`src/rtl/phy_rx_sync_ctrl_if.sv`:
```
// Interface between the receive sync controller and its neighbours.
// It carries the serial line, the resync request and the scheduled byte stream.
interface phy_rx_sync_ctrl_if;
  logic       serial_in;
  logic       resync;
  logic [7:0] byte_out;
  logic       byte_valid;
  logic [1:0] lane_sel;
  logic       active;
  logic [1:0] sync_state;

  modport master (
    output serial_in, resync,
    input  byte_out, byte_valid, lane_sel, active, sync_state
  );

  modport slave (
    input  serial_in, resync,
    output byte_out, byte_valid, lane_sel, active, sync_state
  );
endinterface

```
`src/rtl/phy_rx_sync_ctrl.sv`:
```
// Receive-side sync controller: comma-based byte alignment, lock detection
// and round-robin lane tagging of data bytes for the unstriper.
module phy_rx_sync_ctrl #(
  parameter logic [7:0]  COMMA      = 8'hBC,
  parameter logic [7:0]  IDLE       = 8'h7C,
  parameter int unsigned SYNC_COUNT = 4,
  parameter int unsigned NUM_LANES  = 4
) (
  input  logic                 clk_32f,
  input  logic                 reset_L,
  phy_rx_sync_ctrl_if.slave    rx
);

  typedef enum logic [1:0] {
    SEARCH = 2'd0,
    ALIGN  = 2'd1,
    LOCKED = 2'd2
  } sync_state_e;

  localparam logic [1:0] LANE_MASK = 2'(NUM_LANES - 1);
  localparam logic [3:0] SYNC_LAST = 4'(SYNC_COUNT);

  sync_state_e state_q, state_d;
  logic [7:0]  shreg_q, shreg_nx;
  logic [2:0]  bit_cnt_q, bit_cnt_d;
  logic [3:0]  bc_cnt_q, bc_cnt_d;
  logic [1:0]  lane_ptr_q, lane_ptr_d;
  logic [7:0]  byte_out_q, byte_out_d;
  logic        byte_valid_q, byte_valid_d;
  logic [1:0]  lane_sel_q, lane_sel_d;
  logic        active_q, active_d;
  logic        boundary;

  assign shreg_nx = {shreg_q[6:0], rx.serial_in};
  assign boundary = (bit_cnt_q == 3'd7);

  // NOTE: every variable gets a default before the case so no path leaves
  // it unassigned; otherwise synthesis infers a latch to hold the old value.
  always_comb begin
    state_d      = state_q;
    bit_cnt_d    = bit_cnt_q + 3'd1;
    bc_cnt_d     = bc_cnt_q;
    lane_ptr_d   = lane_ptr_q;
    byte_out_d   = byte_out_q;
    lane_sel_d   = lane_sel_q;
    byte_valid_d = 1'b0;
    active_d     = active_q;

    if (rx.resync) begin
      // Resync overrides any boundary on the same edge, so a byte in flight is dropped.
      state_d    = SEARCH;
      bit_cnt_d  = 3'd0;
      bc_cnt_d   = 4'd0;
      lane_ptr_d = 2'd0;
      active_d   = 1'b0;
    end else begin
      case (state_q)
        SEARCH: begin
          if (shreg_nx == COMMA) begin
            bit_cnt_d = 3'd0;
            bc_cnt_d  = 4'd1;
            state_d   = ALIGN;
          end
        end
        ALIGN: begin
          if (boundary) begin
            if (shreg_nx == COMMA) begin
              bc_cnt_d = bc_cnt_q + 4'd1;
              if (bc_cnt_q + 4'd1 == SYNC_LAST) begin
                state_d    = LOCKED;
                active_d   = 1'b1;
                lane_ptr_d = 2'd0;
              end
            end else begin
              bc_cnt_d = 4'd0;
              state_d  = SEARCH;
            end
          end
        end
        LOCKED: begin
          if (boundary) begin
            if (shreg_nx == COMMA) begin
              lane_ptr_d = 2'd0;
            end else if (shreg_nx != IDLE) begin
              byte_out_d   = shreg_nx;
              lane_sel_d   = lane_ptr_q;
              byte_valid_d = 1'b1;
              lane_ptr_d   = (lane_ptr_q + 2'd1) & LANE_MASK;
            end
          end
        end
        default: state_d = SEARCH;
      endcase
    end
  end

  // NOTE: state registers use non-blocking assignments so every flop samples
  // pre-edge values, independent of statement order.
  always_ff @(posedge clk_32f) begin
    if (!reset_L) begin
      state_q      <= SEARCH;
      shreg_q      <= 8'd0;
      bit_cnt_q    <= 3'd0;
      bc_cnt_q     <= 4'd0;
      lane_ptr_q   <= 2'd0;
      byte_out_q   <= 8'd0;
      byte_valid_q <= 1'b0;
      lane_sel_q   <= 2'd0;
      active_q     <= 1'b0;
    end else begin
      state_q      <= state_d;
      shreg_q      <= shreg_nx;
      bit_cnt_q    <= bit_cnt_d;
      bc_cnt_q     <= bc_cnt_d;
      lane_ptr_q   <= lane_ptr_d;
      byte_out_q   <= byte_out_d;
      byte_valid_q <= byte_valid_d;
      lane_sel_q   <= lane_sel_d;
      active_q     <= active_d;
    end
  end

  assign rx.byte_out   = byte_out_q;
  assign rx.byte_valid = byte_valid_q;
  assign rx.lane_sel   = lane_sel_q;
  assign rx.active     = active_q;
  assign rx.sync_state = state_q;

endmodule
```
`src/flat_wrapper.sv`:
```
// flat-port wrapper written by rule: the top's interface ports become plain ports
module phy_rx_sync_ctrl_flat 
#(
  parameter logic [7:0]  COMMA      = 8'hBC,
  parameter logic [7:0]  IDLE       = 8'h7C,
  parameter int unsigned SYNC_COUNT = 4,
  parameter int unsigned NUM_LANES  = 4
)
  (clk_32f, reset_L, rx_serial_in, rx_resync, rx_byte_out, rx_byte_valid, rx_lane_sel, rx_active, rx_sync_state);
  phy_rx_sync_ctrl_if rx_i ();
  input  logic clk_32f;
  input  logic reset_L;
  input wire logic [$bits(rx_i.serial_in)-1:0] rx_serial_in;
  input wire logic [$bits(rx_i.resync)-1:0] rx_resync;
  output wire logic [$bits(rx_i.byte_out)-1:0] rx_byte_out;
  output wire logic [$bits(rx_i.byte_valid)-1:0] rx_byte_valid;
  output wire logic [$bits(rx_i.lane_sel)-1:0] rx_lane_sel;
  output wire logic [$bits(rx_i.active)-1:0] rx_active;
  output wire logic [$bits(rx_i.sync_state)-1:0] rx_sync_state;
  assign rx_i.serial_in = rx_serial_in;
  assign rx_i.resync = rx_resync;
  assign rx_byte_out = rx_i.byte_out;
  assign rx_byte_valid = rx_i.byte_valid;
  assign rx_lane_sel = rx_i.lane_sel;
  assign rx_active = rx_i.active;
  assign rx_sync_state = rx_i.sync_state;
  phy_rx_sync_ctrl #(.COMMA(COMMA), .IDLE(IDLE), .SYNC_COUNT(SYNC_COUNT), .NUM_LANES(NUM_LANES)) u_core (.clk_32f(clk_32f), .reset_L(reset_L), .rx(rx_i));
endmodule
```
`config.mk`:
```
export PLATFORM = sky130hd
export DESIGN_NAME = phy_rx_sync_ctrl_flat
export DESIGN_NICKNAME = d
export VERILOG_FILES = /design/src/rtl/phy_rx_sync_ctrl_if.sv /design/src/rtl/phy_rx_sync_ctrl.sv /design/src/flat_wrapper.sv
export SDC_FILE = /design/constraint.sdc
export NUM_CORES = 1
export LEC_CHECK = 0
export CORE_MARGIN = 2
export CORE_UTILIZATION = 45
export DETAILED_ROUTE_END_ITERATION = 10
export GPL_ROUTABILITY_DRIVEN = 0
export PLACE_DENSITY = 0.76
export SETUP_SLACK_MARGIN = 0.05
export SLEW_MARGIN = 10
export SYNTH_ARGS = -nofsm -noshare
export SYNTH_HDL_FRONTEND = slang
export SYNTH_SLANG_ARGS = --single-unit
```
`constraint.sdc`:
```
create_clock -name clk_32f -period 5.6 [get_ports clk_32f]
set_clock_uncertainty 0.2 [all_clocks]
set_input_delay 0.84 -clock clk_32f [delete_from_list [all_inputs] [get_ports clk_32f]]
set_output_delay 0.84 -clock clk_32f [all_outputs]
set_load 0.02 [all_outputs]
```
==> results.md, run 1 <==
Power and ir drop:
- The worst voltage drop across the vdd grid is 0.258 mV.
- For this design the static power due to leakage is around 0.00065 uW.
- In this run the power density over the cells is approximately 290 nW/um^2.

Clocking:
- The level count of the clock H-tree is 2.
- The number of buffers between clock root and the deepest sink is 2.
- In this run, CTS created clock tree buffers numbering 5.
- The quantity of hold-fixing buffers added after cts is 0.
- The root buffer cell chosen for the clock tree is sky130_fd_sc_hd__clkbuf_4.
- Post-CTS repair changed the size of 0 cells.
- In this run the post-CTS setup repair buffer count came out at 0.
- Clock latency on the worst-skew pair, taken at its later pin, is 330 ps.
- Clock tree synthesis found a total of 30 sinks.
- Clock-pin slew was measured on the worst setup and hold paths at around 100 ps.
- TritonCTS built the clock tree.

Critical path:
- STA classifies the critical path endpoint as a register.
- The endpoint of the most critical register-to-register path is u_core.rx.byte_out[2]$_SDFFE_PN0P_.
- The worst setup path is launched from an input pin.
- The reg-to-reg startpoint is u_core.bit_cnt_q[0]$_SDFF_PP0_.
- The startpoint-to-endpoint class of the critical path is in -> reg.
- Measured in cells, the most critical reg-to-reg path has a length of 6.
- Along the worst path, the maximum fanout reaches 12.
- STA puts the critical path data required time at 5630 ps.
- The register-to-register path setup slack is 3430 ps.
- The critical path data arrival time is between 2000 and 3000 ps.

STA:
- For this run, the top clock speed supported by timing is about 390 MHz.
- The number of pins with negative max-slew slack in the final report came to 0.
- Setup repair after global routing left no endpoint under its margin.
- At the pin with the least slew margin, the transition time is 726 ps.
- The worst slew margin relative to its limit is 0.516.
- For the final routed database, the setup TNS stands at 0 ps.
- The final count of negative-setup-slack endpoints is 0.
- The period utilization is 0.462.
- The number of endpoints with negative hold slack in the final report is 0.
- The clock period minus worst slack is 2590 ps.

GRT:
- The number of antenna violations at the first check in global routing is 0.
- The total congestion overflow after global routing is 0.
- The number of global-route vias before repair is 920.
- The first-pass GRT wire length is 4000 um.
- The overall routing resource usage is 0.162.
- Entering global routing, the biggest net connects 14 pins.

Detailed routing:
- The post-route antenna net violation count is 0.
- The wire length on met2 is 1050 um.
- After the first detailed-routing iteration, the DRC count stood at 20.
- Wires add up to 2330 um.
- The total iterations of the first detailed-routing run is 4.
- Routed signal wires occupy layers up through met4.
- In the final routing, the length of wire on met1 measures 1120 um.
- The via total after detailed routing is approximately 970.
- After detailed routing, the number of remaining DRC violations is 0.
- The wire length per cell is about 13 um.
- Dividing the detail-routed via count by the number of cells gives between 5 and 6.
- The wire length on met3 is 110 um.

Yosys:
- The number of different library cells used by synthesis comes to 38.
- Synthesis produced 128 cells.
- Yosys printed 0 warnings.
- The net count after synthesis is 136.
- The library cell with the highest instance count after synthesis is sky130_fd_sc_hd__dfxtp_1.
- The biggest area contributor in the post-synthesis netlist is sky130_fd_sc_hd__dfxtp_1.
- After synthesis, the cell types taking the most area are sky130_fd_sc_hd__dfxtp_1 (47%), sky130_fd_sc_hd__mux2i_1 (8.7%), sky130_fd_sc_hd__and2_1 (5.4%).
- Ranked by instance count, the synthesized netlist is headed by sky130_fd_sc_hd__dfxtp_1 (30), sky130_fd_sc_hd__nor2_1 (15), sky130_fd_sc_hd__and2_1 (11), sky130_fd_sc_hd__mux2i_1 (11), sky130_fd_sc_hd__nand2_1 (6).
- The register area share after synthesis is 0.472.
- For this run, asynchronously set or reset flops after synthesis account for 0.
- For this run, the leading register cell type out of synthesis is sky130_fd_sc_hd__dfxtp_1.
- In this run, synthesis inferred 0 flip-flops with an integrated enable.
- The number of synthesized register bits is 30.
- The cell area after synthesis is between 1000 and 1500 sq um.
- Of the post-synthesis cell area, the dominant cell type holds 0.472.
- A synthesized cell averages around 9.9 sq um.

Min path:
- The tightest min-delay check is of the reg -> reg type.
- The cell depth of the worst min-delay path is 1.
- The worst min-delay path startpoint is u_core.bit_cnt_q[0]$_SDFF_PP0_.
- The path with the worst hold slack has its endpoint at u_core.bit_cnt_q[0]$_SDFF_PP0_.

Run status:
- The run finished with clean final reports.

Cells and area:
- The multi-input logic area is 636 sq um.
- The final layout contains 157 nets.
- The number of filler cells placed in the layout is approximately 240.
- 0 antenna diodes ended up in the layout.
- The number of non-filler instances in the completed layout is 181.
- The fraction of final layout cells sized beyond drive strength 1 is 0.0867.
- The sequential cells in the finished layout cover a total of 601 sq um.
- Once layout is complete, the utilization of the core stands at 0.580.
- Relative to the synthesized area, the layout overhead comes to 23.6%.

Die:
- From bottom edge to top edge, the die measures 57.2 um.
- For this configuration, the core starts out at a cell density of 0.469.
- The initialized floorplan defines 19 standard-cell rows.
- The die covers roughly 3300 sq um.
- The horizontal extent of the die is ~57 um.
- The core region is 2710 sq um.
- The number of primary I/O pins is 18.

Run:
- The max-capacitance violation count is 0.

Place:
- Summed over all nets, the half-perimeter wirelength after detailed placement is approximately 1700 um.
- After detailed placement, the design holds a cell count of 173.
- The count of port buffers added during placement is 17.
==> critical path: stages <==
cell                              delay [ps]
sky130_fd_sc_hd__clkdlybuf4s50_1         440
sky130_fd_sc_hd__and4bb_2                350
sky130_fd_sc_hd__a311o_1                 650
sky130_fd_sc_hd__mux2i_1                 280
sky130_fd_sc_hd__nor2_1                   60
==> cell type report <==
type	count	area share
flip-flops and latches	30	0.382
clock inverters	2	0.0382
inverters	4	0.00955
clock buffers	6	0.0326
multi-input cells	91	0.404
repair buffers	17	0.108
well taps	31	0.0247
==> cell families after synthesis <==
| kind of cell | after synthesis | share of synthesized area |
|---|---|---|
| mux | 11 | 0.0866 |
| compound gates | 22 | 0.127 |
| buf+inv | 7 | 0.0275 |
| xor+xnor | 2 | 0.0138 |
| fa+ha+maj | 4 | 0.0394 |
| flops | 30 | 0.472 |
| simple gates | 52 | 0.233 |
==> sequential cells by signal, indices dropped and copies added, names as in the netlist <==
name                  cells
u_core.bc_cnt_q           4
u_core.rx.byte_out        8
u_core.shreg_q            7
u_core.lane_ptr_q         2
u_core.rx.lane_sel        2
u_core.rx.sync_state      2
u_core.bit_cnt_q          3
u_core.rx.byte_valid      1
u_core.rx.active          1
==> power breakdown <==
| group | internal, uW | switching (uW) |
|---|---|---|
| clock network | 151 | 74.8 |
| registers | 215 | 1.38 |
| logic | 3.91 | 4.71 |
| total | 370 | 80.9 |
==> metrics by stage <==
| stage | total power (uW) | hold WS (ps) | setup slack, ps | area, sq um |
|---|---|---|---|---|
| finish | 451 | 224 | 3010 | 1570 |
| global route | 468 | 252 | 2890 | 1570 |
| CTS | 454 | 224 | 2990 | 1570 |
| detailed placement | 230 | 210 | 2650 | 1460 |
| global placement | 230 | 208 | 2700 | 1460 |
| floorplan | 225 | 198 | 3490 | 1270 |
==> worst max-delay path by stage <==
stage,cells past startpoint,to,slack (ps),from
3_5_place_dp,5,u_core.rx.byte_out[2]$_SDFFE_PN0P_,2650,rx_serial_in
6_report,5,u_core.rx.byte_out[2]$_SDFFE_PN0P_,3010,rx_serial_in
2_1_floorplan,5,u_core.rx.byte_out[2]$_SDFFE_PN0P_,3490,rx_serial_in
3_3_place_gp,5,u_core.rx.byte_out[2]$_SDFFE_PN0P_,2700,rx_serial_in
4_1_cts,5,u_core.rx.byte_out[2]$_SDFFE_PN0P_,2990,rx_serial_in
5_1_grt,5,u_core.rx.byte_out[1]$_SDFFE_PN0P_,2890,rx_serial_in
==> layer usage <==
layer	vias to the layer above	global-route usage
met3	6	0.0748
met2	18	0.243
met4	0	0.0698
met5	-	0
li1	496	-
met1	451	0.200
==> placed cells by master (no fill, tap or decap), types with 2 or more instances in the layout <==
master,netlist,routed
sky130_fd_sc_hd__xor2_1,2,2
sky130_fd_sc_hd__o21ai_0,3,3
sky130_fd_sc_hd__mux2i_1,11,11
sky130_fd_sc_hd__clkdlybuf4s50_1,0,17
sky130_fd_sc_hd__nand2_1,6,6
sky130_fd_sc_hd__a211oi_1,2,2
sky130_fd_sc_hd__bufinv_16,0,2
sky130_fd_sc_hd__and2_1,11,11
sky130_fd_sc_hd__nand3b_1,2,2
sky130_fd_sc_hd__nor2b_1,2,2
sky130_fd_sc_hd__nand4_1,2,2
sky130_fd_sc_hd__o21ai_1,3,3
sky130_fd_sc_hd__o21a_1,2,2
sky130_fd_sc_hd__nor3b_1,2,2
sky130_fd_sc_hd__ha_1,4,4
sky130_fd_sc_hd__inv_1,3,3
sky130_fd_sc_hd__nand4bb_1,2,2
sky130_fd_sc_hd__nor3_1,2,2
sky130_fd_sc_hd__nor2_1,15,15
sky130_fd_sc_hd__nand3_1,2,2
sky130_fd_sc_hd__a21oi_1,4,4
sky130_fd_sc_hd__dfxtp_1,30,30
sky130_fd_sc_hd__clkbuf_4,0,5
No activity file was read; power rests on OpenSTA's default activity.
==> inputs of run 2 (changes only) <==
Clock period 5.6 ns to 2.7 ns, I/O delays scaled along.
==> run 2 against run 1 <==
Compared with the run above:
- wire length increased by 1.7%
- count of clock-buffer cells in the layout unchanged
- clock power increased by 110%
- highest routed layer unchanged
- sequential power increased by 110%
- sequential share of layout area unchanged
- largest cell class unchanged
==> results.md, run 2 (synthesis gave the netlist of run 1 again) <==
Run status:
- The run finished with clean final reports.

Die:
- The effective utilization at floorplan was 0.469 (unchanged).
- The core area is 2710 sq um (unchanged).
- The floorplan die height is 57.2 um (unchanged).
- The number of primary I/O pins is 18 (unchanged).
- The number of placement rows is 19 (unchanged).
- The horizontal extent of the die is 57.2 um (unchanged).
- The area enclosed by the die boundary is 3270 sq um (unchanged).

Clocking:
- The number of buffers between clock root and the deepest sink is 2 (unchanged).
- The quantity of hold-fixing buffers added after cts was 0 (unchanged).
- The clock input transition at the sequential cells of the worst setup and hold paths is 90 ps (about the same).
- The clock sink count is 30 (unchanged).
- The level count of the clock H-tree came to 2 (unchanged).
- The CTS tree is done.
- The CTS buffer count is 5 (unchanged).
- The post-CTS setup repair buffer count is 0 (unchanged).
- The clock insertion delay at the later pin of the skew report is 330 ps (about the same).
- The post-cts resize count is 0 (unchanged).
- The tree is rooted in a sky130_fd_sc_hd__clkbuf_4.

Detailed routing:
- The via total after detailed routing is 966 (-0.51%).
- The post-route antenna net violation count is 0 (unchanged).
- The starting DRC count in detailed routing is 23 (+15%).
- The total wire length is 2370 um (+1.7%).
- The via density per instance is 5.34 (-0.51%).
- The total iterations of the first detailed-routing run is 4 (unchanged).
- The wire length per cell is 13.1 um (+1.7%).
- The DRC violation count after routing came to 0 (unchanged).

GRT:
- The number of global-route vias before repair is 954 (+3.7%).
- The first-pass GRT wire length came to 4120 um (+3.1%).
- The overall routing resource usage is 0.167 (+0.00552).
- The number of antenna violations at the first check in global routing is 0 (unchanged).
- The maximum number of pins on one net before global-route repair was 14 (unchanged).
- The total congestion overflow after global routing was 0 (unchanged).

STA:
- The number of pins with negative max-slew slack in the final report is 0 (unchanged).
- The setup slack after layout is 540 ps (-2470 ps).
- The final count of negative-setup-slack endpoints came to 0 (unchanged).
- The worst slew margin relative to its limit is 0.525 (+0.00866).
- Counting I/O delays and the setup requirement, the final critical path takes 2160 ps.
- Setup repair after global routing left no endpoint under its margin.
- The total negative slack is 0 ps (unchanged).
- Based on the critical path, the design can be clocked at up to 463 MHz.
- The number of endpoints with negative hold slack in the final report came to 0 (unchanged).
- The slew at the pin closest to its max-slew limit was 713 ps (-13.0 ps).
- Of the available clock period, the critical path in the final layout requires 0.800.

Cells and area:
- The library cell used most frequently in the layout, excluding fill and tap cells, is sky130_fd_sc_hd__dfxtp_1.
- The final design utilization came to 0.580 (unchanged).
- The number of non-filler instances in the completed layout was 181 (unchanged).
- The fraction of final layout cells sized beyond drive strength 1 is 0.0867 (unchanged).
- The count of inserted antenna diode cells is 0 (unchanged).
- The register area is 601 sq um (unchanged).
- The net count of the finished layout is 157 (unchanged).
- The flip-flop count of the largest register, all copies and words added came to 8 (unchanged).
- The layout overhead on the synthesized area is 23.6% (unchanged).
- The multi-input logic area is 636 sq um (unchanged).
- The number of filler cells placed in the layout is 250 (+3.7%).
- Leaving out fill and tap cells, the most frequent cells in the layout are sky130_fd_sc_hd__dfxtp_1 (30), sky130_fd_sc_hd__clkdlybuf4s50_1 (17), sky130_fd_sc_hd__nor2_1 (15).

Critical path:
- The highest fanout seen on the critical path is 12 (unchanged).
- The critical path data arrival time is 2180 ps (-440 ps).
- The worst setup path is launched from an input pin.
- The required time of the worst setup path came to 2720 ps (-2910 ps).
- STA classifies the critical path endpoint as a register.
- The startpoint-to-endpoint class of the critical path is in -> reg.

Place:
- The count of port buffers added during placement is 17 (unchanged).
- The minimum setup slack after placement is 168 ps (-2480 ps).
- The half-perimeter wire length after detailed placement is 1720 um (+3.3%).
- The count of placed standard cells including taps is 173 (unchanged).

Run:
- The max-capacitance violation count was 0 (unchanged).

Power and ir drop:
- The worst voltage drop across the vdd grid came to 0.493 mV (+91%).
- The leakage power of the design is 0.000653 uW (unchanged).
- The total power divided by cell area is 595 nW/um^2 (+110%).

Min path:
- The worst hold path belongs to the class reg -> reg.
-- run 2: cell counts in the layout (fill, tap and decap cells not counted) --
Identical to the previous run, type by type.
-- run 2: worst paths after layout --
kind | end | slack, ps | start | depth (start not counted)
setup / recovery | u_core.rx.byte_out[2]$_SDFFE_PN0P_ | 540 | rx_serial_in | 5
hold / removal | u_core.bit_cnt_q[0]$_SDFF_PP0_ | 220 | u_core.bit_cnt_q[0]$_SDFF_PP0_ | 1
setup reg to reg | u_core.rx.byte_out[2]$_SDFFE_PN0P_ | 550 | u_core.bit_cnt_q[0]$_SDFF_PP0_ | 6
hold reg to reg | u_core.bit_cnt_q[0]$_SDFF_PP0_ | 220 | u_core.bit_cnt_q[0]$_SDFF_PP0_ | 1
-- run 2: power breakdown --
group / internal, uW / switching, uW
sequential: 446 / 3.06
combinational: 8.11 / 10.0
clock: 314 / 154
total: 768 / 167
-- run 2: cell type report --
cell class | count | area share
repair buffers | 17 | 0.108
clock inverters | 2 | 0.0382
clock buffers | 6 | 0.0326
well taps | 31 | 0.0247
multi-input cells | 91 | 0.404
inverters | 4 | 0.00955
flip-flops and latches | 30 | 0.382
-- run 2: layer usage --
layer  vias up  part of all wire  track usage
li1        500                 -            -
met1       445              0.47        0.192
met2        19              0.47        0.259
met3         2             0.045       0.0771
met4         0             0.012       0.0897
met5         -                 0            0
-- run 2: through the flow --
step / total power (uW) / hold WS [ps] / area [sq um]
2_1_floorplan: 468 / 198 / 1270
3_3_place_gp: 477 / 208 / 1460
3_5_place_dp: 478 / 210 / 1460
4_1_cts: 943 / 224 / 1570
5_1_grt: 963 / 252 / 1570
6_report: 934 / 223 / 1570
-- run 2: critical path, stage by stage --
cell and delay (ps):
sky130_fd_sc_hd__clkdlybuf4s50_1 450, sky130_fd_sc_hd__and4bb_2 360, sky130_fd_sc_hd__a311o_1 640, sky130_fd_sc_hd__mux2i_1 260, sky130_fd_sc_hd__nor2_1 60
==> inputs of run 3 (changes only) <==
Clock period 2.7 ns to 2.1 ns, I/O delays scaled along.
==> run 3 against run 2 <==
Compared with the run above:
- non-clock buffer count rose by 5
- first-iteration DRC count fell by 4.3%
- via count grew 0.21%
==> results.md, run 3 (synthesis gave the netlist of run 1 again) <==
Run status:
- The flow ran to the end, and the final reports show no timing, DRC or antenna violations.

GRT:
- The overall routing resource usage is 0.162 (-0.00527).
- The met1 demand-to-capacity share in global routing came to 0.190 (-0.00169).
- The maximum number of pins on one net before global-route repair came to 13 (-1).
- The global routing usage on met2 is 0.264 (+0.00493).
- The total congestion overflow after global routing is 0 (unchanged).
- The highest-utilization routing layer at the global route stage is met2.
- The number of antenna violations at the first check in global routing was 0 (unchanged).
- The met3 routing resource usage after global routing is 0.0612 (-0.0159).
- The first-pass GRT wire length is 4040 um (-2.0%).
- The number of global-route vias before repair is 916 (-4.0%).

Die:
- The horizontal extent of the die came to 57.2 um (unchanged).
- The core area came to 2710 sq um (unchanged).
- The area enclosed by the die boundary is 3270 sq um (unchanged).
- The number of placement rows is 19 (unchanged).
- The floorplan die height was 57.2 um (unchanged).
- The effective utilization at floorplan is 0.469 (unchanged).
- The number of primary I/O pins is 18 (unchanged).

Clocking:
- The level count of the clock H-tree is 2 (unchanged).
- The clock sink count came to 30 (unchanged).
- The clock input transition at the sequential cells of the worst setup and hold paths is 90 ps (about the same).
- The post-CTS setup repair buffer count is 0 (unchanged).
- The clock insertion delay at the later pin of the skew report came to 320 ps (about the same).
- The number of buffers between clock root and the deepest sink is 2 (unchanged).
- The CTS buffer count is 5 (unchanged).
- TritonCTS built the clock tree.
- The root cell of the clock tree is sky130_fd_sc_hd__clkbuf_4.

Cells and area:
- The fraction of final layout cells sized beyond drive strength 1 is 0.123 (+0.0359).
- The count of inserted antenna diode cells came to 0 (unchanged).
- Leaving out fill and tap cells, the most frequent cell in the layout is sky130_fd_sc_hd__dfxtp_1.
- The area growth from synthesis to layout is 24.3%.
- The top cell types in the final layout, fill and taps aside, are sky130_fd_sc_hd__dfxtp_1 (29), sky130_fd_sc_hd__clkdlybuf4s50_1 (16), sky130_fd_sc_hd__nor2_1 (15).
- The final design utilization is 0.583 (+0.00323).
- The net count of the finished layout was 162 (+3.2%).
- The number of non-filler instances in the completed layout came to 186 (+2.8%).
- The final design instance area without fill is 1580 sq um (+0.56%).
- The flip-flop count of the largest register, all copies and words added is 8 (unchanged).

STA:
- The number of pins with negative max-slew slack in the final report came to 0 (unchanged).
- The number of endpoints with negative hold slack in the final report is 0 (unchanged).
- The final hold slack is 224 ps (+0.941 ps).
- Setup repair after global routing left no endpoint under its margin.
- The smallest clock period supported by the final layout is computed as 1890 ps.
- The slew at the pin closest to its max-slew limit is 369 ps (-344 ps).
- The final count of negative-setup-slack endpoints is 0 (unchanged).
- The worst slew margin relative to its limit came to 0.753 (+0.228).
- Of the available clock period, the critical path in the final layout requires 0.900.
- The fmax is 529 MHz.

Critical path:
- The critical path buffer and inverter count is 1 (unchanged).
- The register-to-register path setup slack is 280 ps (-270 ps).
- The highest fanout seen on the critical path is 10 (-2).
- The cell with the biggest individual delay on the critical path is sky130_fd_sc_hd__clkdlybuf4s50_1.
- The worst setup path is launched from a register.
- Traced cell by cell, the critical path runs through clkdlybuf4s50_1.
- The required time of the worst setup path is 1580 ps (-1140 ps).
- The critical path data arrival time is 1370 ps (-810 ps).
- The category of cells accounting for the largest share of critical-path delay is buffers and inverters.
- The highest cell delay on the worst timing path is 630 ps (about the same).
- The critical path is of the reg -> out type.
- The kind of end point of the critical path is an output port.

Place:
- The count of placed standard cells including taps is 178 (+2.9%).
- The half-perimeter wire length after detailed placement was 1740 um (+1.2%).
- The count of port buffers added during placement came to 17 (unchanged).
- The placed cell area came to 1500 sq um (+2.6%).

Detailed routing:
- The wire length per cell is 12.3 um (-5.7%).
- The total iterations of the first detailed-routing run is 4 (unchanged).
- The DRC violation count after routing is 0 (unchanged).
- The via density per instance was 5.20 (-2.5%).
- The starting DRC count in detailed routing was 22 (-4.3%).
- The via total after detailed routing came to 968 (+0.21%).
- The total wire length is 2290 um (-3.0%).
- The post-route antenna net violation count came to 0 (unchanged).

Power and ir drop:
- The worst voltage drop across the vdd grid is 0.594 mV (+21%).
- The cell-internal power is 813 uW (+5.9%).
- The switching component of the power was 203 uW (+22%).
- The leakage power of the design was 0.000682 uW (+4.5%).
- The total power divided by cell area is 643 nW/um^2 (+8.2%).
- The part of the total power dissipated in the clock network is 0.408 (-0.092).
- The combinational cell fraction of total power is 0.024 (+0.005).
- The switching portion of total power came to 0.200 (+0.0217).
- The power share of the sequential group is 0.568 (+0.087).

Min path:
- The worst hold path belongs to the class reg -> reg.

Run:
- The max-capacitance violation count was 0 (unchanged).
## run 3: cell types whose count changed in the layout (fill, tap and decap cells not counted), sizes merged
cell,change
buf,+5
bufinv,-2
clkbuf,+2
clkdlybuf4s50,-1
dlymetal6s2s,+1
## run 3: power by group through the flow
stage	Combinational, uW	Sequential (uW)	Clock [uW]
final	24.3	577	415
after global placement	24.1	590	0
after CTS	24.9	577	424
after floorplan	12.1	589	0
after global routing	27.0	578	452
after detailed placement	24.7	591	0
## run 3: path summary, 6_finish.rpt
path	from	to	depth (start not counted)
setup / recovery	u_core.rx.sync_state[1]$_SDFFE_PP0P_	rx_sync_state[1]	1
hold / removal	u_core.bit_cnt_q[0]$_SDFF_PP0_	u_core.bit_cnt_q[0]$_SDFF_PP0_	1
setup reg to reg	u_core.bit_cnt_q[0]$_SDFF_PP0_	u_core.rx.byte_out[7]$_SDFFE_PN0P_	7
hold reg to reg	u_core.bit_cnt_q[0]$_SDFF_PP0_	u_core.bit_cnt_q[0]$_SDFF_PP0_	1
## run 3: repair_timing
action	CTS	global route
hold buffers	0	0
endpoints found under the setup margin	0	2
resized for setup	0	2
## run 3: cell type report
| type | instances | area [sq um] |
|---|---|---|
| Multi-Input combinational cell | 91 | 636 |
| Tap cell | 31 | 38.8 |
| Timing Repair Buffer | 22 | 210 |
| Fill cell | 250 | 1130 |
| Inverter | 4 | 15.0 |
| Sequential cell | 30 | 602 |
| Clock buffer | 8 | 78.8 |
## run 3: stage by stage
stage | setup TNS, ps | setup WS, ps | power [uW]
final | 0 | 211 | 1020
after global routing | 0 | 131 | 1060
after CTS | 0 | 69.5 | 1030
after detailed placement | -27.4 | -13.1 | 615
after global placement | 0 | 48.4 | 614
after floorplan | 0 | 248 | 601
## run 3: routing by layer
layer / wire, um / vias to the layer above
met3: 114 / 6
met1: 1050 / 436
met2: 1090 / 17
li1: - / 509
met4: 39 / 0
met5: 0 / -
==> RTL edit: new RTL, flow settings as in run 1 <==
Take the reset off `shreg_q` and `byte_out_q` and load them in a clocked block of their own.
--- a/src/rtl/phy_rx_sync_ctrl.sv
+++ b/src/rtl/phy_rx_sync_ctrl.sv
@@ -99,25 +99,26 @@
   always_ff @(posedge clk_32f) begin
     if (!reset_L) begin
       state_q      <= SEARCH;
-      shreg_q      <= 8'd0;
       bit_cnt_q    <= 3'd0;
       bc_cnt_q     <= 4'd0;
       lane_ptr_q   <= 2'd0;
-      byte_out_q   <= 8'd0;
       byte_valid_q <= 1'b0;
       lane_sel_q   <= 2'd0;
       active_q     <= 1'b0;
     end else begin
       state_q      <= state_d;
-      shreg_q      <= shreg_nx;
       bit_cnt_q    <= bit_cnt_d;
       bc_cnt_q     <= bc_cnt_d;
       lane_ptr_q   <= lane_ptr_d;
-      byte_out_q   <= byte_out_d;
       byte_valid_q <= byte_valid_d;
       lane_sel_q   <= lane_sel_d;
       active_q     <= active_d;
     end
+  end
+
+  always_ff @(posedge clk_32f) begin
+    shreg_q    <= shreg_nx;
+    byte_out_q <= byte_out_d;
   end
 
   assign rx.byte_out   = byte_out_q;
Check against the original RTL: not equivalent (a bounded check fails within 10 cycles, from zero or initial values and one cycle with reset_L low).
==> RTL edit against run 1 <==
Cell area down 5.4%. Die area down 5.3%. Routed wire length down 8.9%. Power down 10%. Setup slack worse by 0.025 ns. Count of clock-buffer cells in the layout down 1. Area after synthesis down 5.7%. Sequential cell count unchanged.
==> RTL edit: results (changes against run 1) <==
Hold path
  – Min-delay worst type: reg2reg
  – Hold Crit Depth: 0 (-1)

GRT
  – Vias in the first global route: 828 (-10%)
  – Initial antenna violation count: 0 (unchanged)
  – Largest net degree at the start of global routing: 12 (-2)
  – First-pass GRT wire length: 3.65 mm (-8.6%)
  – All-Layer GR Usage: 15.7% (-0.47 points)

Layout
  – Filler Cell Count: 216 (-10%)
  – Max reg flops: 8 (unchanged)
  – # diodes: 0 (unchanged)
  – Share of cells above drive strength 1: 10.6% (+1.9 points)
  – Nets: 139 (-11%)

Worst setup path
  – Slowest-stage cell, CP: or4_1
  – Worst path top cell family by delay: simple AND/OR/NAND/NOR gates
  – Worst Path Max Fanout: 6 (-6)
  – Critical path's largest stage delay: 0.51 ns (-0.14 ns)
  – Reg2reg path depth: 7 (+1)

Synthesis
  – Post-Synth Adder-Cell Area: 4.18% (+0.24 points)
  – Top cells by area, synth: dfxtp_1 37%, edfxtp_1 20%, ha_1 4.2%
  – Synth Area in Compound Gates: 11.7% (-1.0 points)
  – Sequential share of the synthesized area: 56.8% (+9.5 points)
  – Distinct cells, synth: 33 (-13%)
  – Post-synth ARST share: 0% (unchanged)
  – Mux contribution to synthesized area: 2.51% (-6.2 points)
  – Post-synth EDFFs: 8 (+8)
  – Primary FF master, synth: dfxtp_1
  – Post-Synth XOR/XNOR Area: 0.731% (-0.65 points)
  – Top cells by count, synth: 22 x dfxtp_1, 9 x a21oi_1, 8 x edfxtp_1, 7 x nand2_1, 5 x nor2_1
  – Net count after synthesis: 115 (-15%)
  – Synth warn: 0 (unchanged)

Clocking
  – CTS clk-pin slew, worst paths: ~0.090 ns
  – Worst-case clock buffer depth: 2 (unchanged)
  – Resized Gates After CTS: 0 (unchanged)
  – Worst-Skew Late Latency: approximately 0.32 ns
  – H-tree depth: 2 (unchanged)
  – Post-CTS setup buffer count: 0 (unchanged)
  – Root buffer cell: clkbuf_4
  – CTS Buf Count: 5 (unchanged)

Drt
  – ANT nets after route: 0 (unchanged)
  – TritonRoute pass-1 iters: 4 (unchanged)
  – Wirelength per Cell: 13.1 µm (+1.7%)
  – DR vias: 876 (-9.8%)
  – First DRT Iteration DRCs: 30 (+50%)

Placed design
  – Setup WS pre-CTS: 2.64 ns (-0.00925 ns)
  – Port bufs: 17 (unchanged)
  – Estimated wirelength of the detail-placed design: 1.57 mm (-5.6%)

Timing
  – Slew at the pin with the worst max-slew slack: 0.506 ns (-0.219 ns)
  – Hold Fails Final Rpt: 0 (unchanged)

Power
  – Leak Pwr: 0.531 nW (-19%)
  – VDD IR max: 216 µV (-16%)

Status
  – Status: finished, final reports clean
[RTL edit: metrics by stage]
step | hold WS (ns) | instance area (µm²) | cells | total power, W | utilization, %
floorplan | 0.147 | 1200 | 107 | 0.000238 | -
global placement | 0.159 | 1410 | 154 | 0.000243 | 56.4
detailed placement | 0.161 | 1410 | 154 | 0.000244 | 56.4
CTS | 0.169 | 1490 | 162 | 0.000412 | 59.5
global route | 0.175 | 1490 | 162 | 0.000424 | 59.5
finish | 0.164 | 1490 | 162 | 0.000404 | 59.5
[RTL edit: power breakdown]
| part | internal, W | total, W | switching, W |
|---|---|---|---|
| Sequential | 0.000226 | 0.000229 | 0.00000302 |
| Clock | 0.0000924 | 0.000166 | 0.0000735 |
| Combinational | 0.00000493 | 0.00000994 | 0.00000502 |
[RTL edit: worst paths after layout]
path                                  start                                 to  slack, ns
max                            rx_serial_in    u_core.bc_cnt_q[1]$_SDFFE_PP0P_       2.99
min               u_core.shreg_q[3]$_DFF_P_          u_core.shreg_q[4]$_DFF_P_       0.16
max reg2reg  u_core.bit_cnt_q[0]$_SDFF_PP0_  u_core.lane_ptr_q[1]$_SDFFE_PP0P_       3.59
min reg2reg       u_core.shreg_q[3]$_DFF_P_          u_core.shreg_q[4]$_DFF_P_       0.16
[RTL edit: routing by layer]
metal | share of wire [%] | global-route usage [%] | vias to the layer above
met4 | 1.1 | 8.36 | 0
met2 | 47 | 24.0 | 24
met3 | 5.5 | 7.91 | 2
met5 | 0 | 0 | -
li1 | - | - | 441
met1 | 46 | 17.9 | 409
[RTL edit: layout make-up]
type,count,area share (%)
inverters,4,1.01
clock inverters,3,2.69
clock buffers,5,2.53
repair buffers,18,12.0
multi-input cells,72,33.5
well taps,30,2.53
flip-flops and latches,30,45.8
